File: src/rtl/mc_ctrl_seq_if.sv
// Control bus between the multi-cycle sequencer and the single-cycle datapath.
// The sequencer side takes the master modport; the datapath side takes the slave modport.
interface mc_ctrl_seq_if #(
    parameter int CNT_W = 32
);
    logic [31:0]      instr_in;
    logic             zero;
    logic [31:0]      ir;
    logic             pc_we;
    logic [1:0]       npc_sel;
    logic             grf_we;
    logic [1:0]       a3_sel;
    logic [1:0]       wd_sel;
    logic [2:0]       alu_sel;
    logic             alu_b_sel;
    logic             ext_type;
    logic             dm_we;
    logic [2:0]       state;
    logic [CNT_W-1:0] retired;
    logic             illegal;

    modport master (
        input  instr_in, zero,
        output ir, pc_we, npc_sel, grf_we, a3_sel, wd_sel, alu_sel,
               alu_b_sel, ext_type, dm_we, state, retired, illegal
    );

    modport slave (
        output instr_in, zero,
        input  ir, pc_we, npc_sel, grf_we, a3_sel, wd_sel, alu_sel,
               alu_b_sel, ext_type, dm_we, state, retired, illegal
    );
endinterface

File: src/rtl/mc_ctrl_seq.sv
// Multi-cycle FETCH/DECODE/EXEC/MEM/WB sequencer for the single-cycle datapath.
// Selects decode straight from ir; only the PC/GRF/DM write enables depend on the state.
module mc_ctrl_seq #(
    parameter int MEM_WAIT = 0,
    parameter int CNT_W    = 32
) (
    input  logic          clk,
    input  logic          reset,
    mc_ctrl_seq_if.master bus
);
    typedef enum logic [2:0] {
        S_FETCH  = 3'd0,
        S_DECODE = 3'd1,
        S_EXEC   = 3'd2,
        S_MEM    = 3'd3,
        S_WB     = 3'd4,
        S_TRAP   = 3'd7
    } state_e;

    typedef enum logic [3:0] {
        OP_NOP, OP_ADDU, OP_SUBU, OP_JR, OP_ORI, OP_LUI,
        OP_LW, OP_SW, OP_BEQ, OP_JAL, OP_BAD
    } op_e;

    state_e           state_q, state_d;
    logic [31:0]      ir_q;
    logic [3:0]       wait_q;
    logic [CNT_W-1:0] retired_q;
    op_e              op;
    logic             pc_we, grf_we, dm_we;

    // NOTE: every signal written in an always_comb gets a default first, so no path leaves it unassigned and no latch is inferred.
    always_comb begin
        op = OP_BAD;
        if (ir_q == 32'd0) begin
            op = OP_NOP;
        end else begin
            case (ir_q[31:26])
                6'h00: begin
                    case (ir_q[5:0])
                        6'h21:   op = OP_ADDU;
                        6'h23:   op = OP_SUBU;
                        6'h08:   op = OP_JR;
                        default: op = OP_BAD;
                    endcase
                end
                6'h0D:   op = OP_ORI;
                6'h0F:   op = OP_LUI;
                6'h23:   op = OP_LW;
                6'h2B:   op = OP_SW;
                6'h04:   op = OP_BEQ;
                6'h03:   op = OP_JAL;
                default: op = OP_BAD;
            endcase
        end
    end

    // Datapath selects are pure functions of ir, valid in every state.
    always_comb begin
        bus.npc_sel   = 2'd0;
        bus.a3_sel    = 2'd0;
        bus.wd_sel    = 2'd0;
        bus.alu_sel   = 3'd0;
        bus.alu_b_sel = 1'b0;
        bus.ext_type  = 1'b0;
        case (op)
            OP_ADDU: bus.a3_sel = 2'd1;
            OP_SUBU: begin bus.a3_sel = 2'd1; bus.alu_sel = 3'd1; end
            OP_JR:   bus.npc_sel = 2'd3;
            OP_ORI:  begin bus.alu_sel = 3'd2; bus.alu_b_sel = 1'b1; end
            OP_LUI:  begin bus.alu_sel = 3'd3; bus.alu_b_sel = 1'b1; end
            OP_LW:   begin bus.wd_sel = 2'd1; bus.alu_b_sel = 1'b1; bus.ext_type = 1'b1; end
            OP_SW:   begin bus.alu_b_sel = 1'b1; bus.ext_type = 1'b1; end
            OP_BEQ:  begin
                bus.alu_sel  = 3'd1;
                bus.ext_type = 1'b1;
                bus.npc_sel  = bus.zero ? 2'd1 : 2'd0;
            end
            OP_JAL:  begin bus.npc_sel = 2'd2; bus.a3_sel = 2'd2; bus.wd_sel = 2'd2; end
            default: ;
        endcase
    end

    // pc_we marks each instruction's final state, so it doubles as the retire strobe.
    always_comb begin
        state_d = state_q;
        pc_we   = 1'b0;
        grf_we  = 1'b0;
        dm_we   = 1'b0;
        unique case (state_q)
            S_FETCH: state_d = S_DECODE;
            S_DECODE: begin
                case (op)
                    OP_NOP, OP_JR: begin pc_we = 1'b1; state_d = S_FETCH; end
                    OP_JAL:  begin pc_we = 1'b1; grf_we = 1'b1; state_d = S_FETCH; end
                    OP_BAD:  state_d = S_TRAP;
                    default: state_d = S_EXEC;
                endcase
            end
            S_EXEC: begin
                case (op)
                    OP_BEQ:       begin pc_we = 1'b1; state_d = S_FETCH; end
                    OP_LW, OP_SW: state_d = S_MEM;
                    default:      state_d = S_WB;
                endcase
            end
            S_MEM: begin
                if (wait_q == 4'd0) begin
                    if (op == OP_SW) begin
                        dm_we   = 1'b1;
                        pc_we   = 1'b1;
                        state_d = S_FETCH;
                    end else begin
                        state_d = S_WB;
                    end
                end
            end
            S_WB: begin
                grf_we  = 1'b1;
                pc_we   = 1'b1;
                state_d = S_FETCH;
            end
            S_TRAP:  state_d = S_TRAP;
            default: state_d = S_FETCH;
        endcase
    end

    // NOTE: sequential state uses non-blocking assignments so every register samples pre-edge values.
    always_ff @(posedge clk or posedge reset) begin
        if (reset) begin
            state_q   <= S_FETCH;
            ir_q      <= 32'd0;
            wait_q    <= 4'd0;
            retired_q <= '0;
        end else begin
            state_q <= state_d;
            if (state_q == S_FETCH)
                ir_q <= bus.instr_in;
            if (state_q == S_EXEC)
                wait_q <= 4'(MEM_WAIT);
            else if (state_q == S_MEM && wait_q != 4'd0)
                wait_q <= wait_q - 4'd1;
            if (pc_we)
                retired_q <= retired_q + 1'b1;
        end
    end

    assign bus.ir      = ir_q;
    assign bus.pc_we   = pc_we;
    assign bus.grf_we  = grf_we;
    assign bus.dm_we   = dm_we;
    assign bus.state   = state_q;
    assign bus.retired = retired_q;
    assign bus.illegal = (state_q == S_TRAP);
endmodule

File: src/flat_wrapper.sv
// flat-port wrapper written by rule: the top's interface ports become plain ports
module mc_ctrl_seq_flat 
#(
    parameter int MEM_WAIT = 0,
    parameter int CNT_W    = 32
)
  (clk, reset, bus_instr_in, bus_zero, bus_ir, bus_pc_we, bus_npc_sel, bus_grf_we, bus_a3_sel, bus_wd_sel, bus_alu_sel, bus_alu_b_sel, bus_ext_type, bus_dm_we, bus_state, bus_retired, bus_illegal);
  mc_ctrl_seq_if #(.CNT_W(CNT_W)) bus_i ();
  input  logic clk;
  input  logic reset;
  input wire logic [$bits(bus_i.instr_in)-1:0] bus_instr_in;
  input wire logic [$bits(bus_i.zero)-1:0] bus_zero;
  output wire logic [$bits(bus_i.ir)-1:0] bus_ir;
  output wire logic [$bits(bus_i.pc_we)-1:0] bus_pc_we;
  output wire logic [$bits(bus_i.npc_sel)-1:0] bus_npc_sel;
  output wire logic [$bits(bus_i.grf_we)-1:0] bus_grf_we;
  output wire logic [$bits(bus_i.a3_sel)-1:0] bus_a3_sel;
  output wire logic [$bits(bus_i.wd_sel)-1:0] bus_wd_sel;
  output wire logic [$bits(bus_i.alu_sel)-1:0] bus_alu_sel;
  output wire logic [$bits(bus_i.alu_b_sel)-1:0] bus_alu_b_sel;
  output wire logic [$bits(bus_i.ext_type)-1:0] bus_ext_type;
  output wire logic [$bits(bus_i.dm_we)-1:0] bus_dm_we;
  output wire logic [$bits(bus_i.state)-1:0] bus_state;
  output wire logic [$bits(bus_i.retired)-1:0] bus_retired;
  output wire logic [$bits(bus_i.illegal)-1:0] bus_illegal;
  assign bus_i.instr_in = bus_instr_in;
  assign bus_i.zero = bus_zero;
  assign bus_ir = bus_i.ir;
  assign bus_pc_we = bus_i.pc_we;
  assign bus_npc_sel = bus_i.npc_sel;
  assign bus_grf_we = bus_i.grf_we;
  assign bus_a3_sel = bus_i.a3_sel;
  assign bus_wd_sel = bus_i.wd_sel;
  assign bus_alu_sel = bus_i.alu_sel;
  assign bus_alu_b_sel = bus_i.alu_b_sel;
  assign bus_ext_type = bus_i.ext_type;
  assign bus_dm_we = bus_i.dm_we;
  assign bus_state = bus_i.state;
  assign bus_retired = bus_i.retired;
  assign bus_illegal = bus_i.illegal;
  mc_ctrl_seq #(.MEM_WAIT(MEM_WAIT), .CNT_W(CNT_W)) u_core (.clk(clk), .reset(reset), .bus(bus_i));
endmodule
File: config.mk
export PLATFORM = sky130hd
export DESIGN_NAME = mc_ctrl_seq_flat
export DESIGN_NICKNAME = d
export VERILOG_FILES = /design/src/rtl/mc_ctrl_seq_if.sv /design/src/rtl/mc_ctrl_seq.sv /design/src/flat_wrapper.sv
export SDC_FILE = /design/constraint.sdc
export NUM_CORES = 1
export LEC_CHECK = 0
export ABC_AREA = 0
export CORE_MARGIN = 2
export CORE_UTILIZATION = 39
export CTS_CLUSTER_SIZE = 16
export DETAILED_ROUTE_END_ITERATION = 8
export GPL_ROUTABILITY_DRIVEN = 0
export PLACE_DENSITY = 0.74
export SETUP_SLACK_MARGIN = 0.5
export SKIP_CTS_REPAIR_TIMING = 1
export SYNTH_ARGS = -nofsm -noshare
export SYNTH_HDL_FRONTEND = slang
export SYNTH_SLANG_ARGS = --single-unit
File: constraint.sdc
create_clock -name clk -period 2.7 [get_ports clk]
set_clock_uncertainty 0.15 [all_clocks]
set_input_delay 0.405 -clock clk [delete_from_list [all_inputs] [get_ports clk]]
set_output_delay 0.405 -clock clk [all_outputs]
set_load 0.03 [all_outputs]
==> flow_summary.yaml <==
finish:
  final_layout_size_suffix_gt1_share_pct: 41.89
  post-route-util_pct: 70.67
  synthToLayoutAreaGrowth_pct: 75.13
  n_antenna_cell: 0
  layout.nets: 581
global_routing:
  grt_max_degree: 72
  grt_pass1_vias: 3438
  antenna_found_initial: 0
  grt_use_total_pct: 20.82
  grt_pass1_wl_mm: 16.95
  grt-ovfl-total: 0
setup_path:
  slowest_stage: "dfrtp_2"
  crit_chain: "or3_4 -> buf_6 -> or3_4 -> nor3_4 -> nor2_2 -> a2111o_1 -> a21oi_4 -> buf_6"
  critPathLaunchType: "flop"
  cpPeakStageDelay_ns: 0.44
  crit_type: "reg2out"
  required_ns: 2.14
  cp-end-kind: "output pin"
  critPathArrivalTime_ns: 2.62
  crit_fanout: 4
floorplanning:
  core_um2: 9240
  initial_core_util_pct: 40.35
  io_pins: 117
  die_y_um: 101.8
  dieArea_um2: 10360
  fp.dieW_um: 101.8
  rows: 35
logic_synthesis:
  ys_seq_area_share_pct: 47.65
  synth_top_family_by_area: "simple AND/OR/NAND/NOR gates"
  ys.warnings.count: 0
  syn_nets: 387
  synth-edff-count: 0
  synth_top_flop_cell: "dfrtp_1"
  synth_compound_area_share_pct: 12.65
  syn_avg_cell_area_um2: 10.65
  synth_simple_gate_area_share_pct: 17.95
  synthesis.area_um2: 3729
  ys_seq_elements: 71
  synth.mux.area_fraction_pct: 9.664
  synthesis.instances: 350
  ys_types: 55
  synthXorXnorAreaFrac_pct: 7.517
  async_flop_share_pct: 100.0
  synth_fa_ha_area_share_pct: 0.6711
detailed_routing:
  vias_per_cell: 5.236
  first_iter_violations: 156
  route.detailed.drc: 0
  first_pass_iters: 4
  wl_mm: 11.49
  ant_nets: 0
  wire_per_inst_um: 16.94
  vias: 3550
place:
  io_buffers: 115
  place_hpwl_mm: 7.568
power:
  power_leakage_nw: 2.804
  internal_power_w: 0.003694
  p_comb_share_pct: 58.3
  swShare_pct: 42.07
  switching_power_w: 0.002683
  seqPwrFrac_pct: 26.4
  clkPwrFrac_pct: 15.3
  cellPowerDensity_nw_per_um2: 976.6
  ir_worst_vdd_v: 0.0007315
  power_w: 0.006377
clock_tree:
  cts.htree.levels: 3
  root_buffer: "clkbuf_8"
  cts_buffers: 9
  path_clk_slew_ns: 0.08
  cts.path.max_buffers: 2
  clk_latency_ns: 0.36
  clock_sinks: 71
  cts_tree: "built"
sta:
  hold_ws_ns: 0.3395
  fin_crit_ns: 3.171
  fin_tns_setup_ns: -5.319
  period_share_pct: 117.4
  relSlewSlack_pct: 26.97
  layout_setup_ws_ns: -0.4706
  rsz0062_at_grt: "true"
  worstMarginPinSlew_ns: 1.093
  hold_violations: 0
  final_max_slew_viol_count: 0
  max_freq_mhz: 315.4
  finalSetupViolations: 34
run:
  max_cap_viol_count: 0
outcome:
  violations: "setup timing"
  status: "complete, but fails checks"
min_path:
  hold_class: "reg2reg"
cells in the mapped netlist, types with 3 or more instances:
cell type	count	area share, %
and4_1	3	0.70
nor3_1	5	0.67
mux2_2	32	9.7
inv_1	12	1.2
nand3_1	13	1.7
dfrtp_1	71	48
o21ai_0	8	1.1
nor4_1	13	2.2
a21boi_0	3	0.60
buf_1	3	0.30
xor2_1	30	7.0
or3_1	3	0.50
and3_1	6	1.0
clkbuf_1	9	0.91
nand2_1	27	2.7
nand2b_1	5	0.84
or2_2	5	0.84
nand4_1	7	1.2
nor2_1	13	1.3
a21oi_1	25	3.4
a2111oi_4	3	2.2
a211oi_1	7	1.4
nor2b_1	3	0.50
nand3b_1	3	0.60
buf_4	4	0.81
power by group through the flow:
stage	Clock, W	Sequential [W]	Combinational (W)
6_report	0.000978	0.00168	0.00372
2_1_floorplan	0	0.00227	0.00132
5_1_grt	0.00104	0.00173	0.00393
3_5_place_dp	0	0.00170	0.00336
4_1_cts	0.000986	0.00168	0.00337
3_3_place_gp	0	0.00168	0.00332
final cells by class:
type                       instances  area (um^2)
inverter                          12        48.80
tap                              129        161.4
sequential                        71         1790
timing repair buffer             202         1997
clock buffer                      10        127.6
fill                             672         2710
clock inverter                     6        93.84
multi-input combinational        248         2311
registers in the layout (all words and copies together) (netlist names):
signal / flops
u_core.bus.ir: 32
u_core.bus.retired: 32
u_core.bus.state: 3
u_core.wait_q: 4
through the flow:
stage / instance area [um^2] / std cells / setup slack, ns
finish: 6530 / 678 / -0.4706
detailed placement: 5679 / 636 / -0.4838
floorplan: 3966 / 350 / -0.04315
CTS: 5901 / 652 / -0.8809
global route: 6530 / 678 / -0.5508
global placement: 5679 / 636 / -0.4292
per-layer routing:
metal	vias up	part of all wire (%)	GRT usage (%)
li1	1653	-	-
met1	1797	43	27.92
met2	85	52	34.21
met3	15	3.9	4.762
met4	0	1.4	5.198
met5	-	0	0
final timing paths:
| path | cells after the start | end | slack [ns] | from |
|---|---|---|---|---|
| worst max-delay path | 8 | bus_a3_sel[0] | -0.47 | u_core.bus.ir[31]$_DFFE_PP0N_ |
| worst min register to register | 1 | u_core.bus.retired[31]$_DFFE_PP0P_ | 0.34 | u_core.bus.retired[31]$_DFFE_PP0P_ |
| worst min-delay path | 1 | u_core.bus.retired[31]$_DFFE_PP0P_ | 0.34 | u_core.bus.retired[31]$_DFFE_PP0P_ |
| worst max register to register | 12 | u_core.bus.retired[15]$_DFFE_PP0P_ | -0.28 | u_core.bus.ir[26]$_DFFE_PP0N_ |
| max in group asynchronous | 3 | u_core.bus.ir[26]$_DFFE_PP0N_ | 1.72 | reset |
| min in group asynchronous | 3 | u_core.bus.retired[1]$_DFFE_PP0P_ | 0.35 | reset |
cells by family (layout without fill, tap and decap cells):
logic type / after synthesis / in the layout
flip-flops: 71 / 71
AO/OA/AOI/OAI: 62 / 62
XOR/XNOR: 32 / 32
adder cells (fa/ha/maj): 2 / 2
AND/OR/NAND/NOR: 119 / 119
buffers and inverters: 31 / 230
multiplexers: 32 / 32
other: 1 / 1
placed cells by master (no fill, tap or decap), types with 3 or more instances in the layout:
cell	synthesis	layout
a21oi_4	0	15
o21ai_0	8	8
dfrtp_2	0	11
buf_6	1	22
a21boi_2	0	3
nor3_4	0	3
dlymetal6s2s_1	0	5
buf_12	0	8
xor2_1	30	30
nand2b_1	5	3
or3_4	1	4
and4_1	3	3
and3_1	6	6
a21oi_2	0	5
a211oi_4	0	4
a2111oi_4	3	7
inv_1	12	11
buf_4	4	66
nor4_1	13	10
nand4_1	7	7
dfrtp_1	71	60
clkbuf_8	0	9
nand3b_1	3	3
nand3_1	13	12
a21oi_1	25	5
or2_2	5	4
clkdlybuf4s50_1	0	97
nand2_1	27	25
nor2_1	13	10
nor4_2	1	3
mux2_2	32	31
a211oi_2	1	4
worst max-delay path: cells and delay by family (launching register included):
kind / cells / cell delay, ns
compound gates: 2 / 0.48
buf+inv: 2 / 0.27
flops: 1 / 0.44
simple gates: 4 / 1.08
No activity file was read; power rests on OpenSTA's default activity.
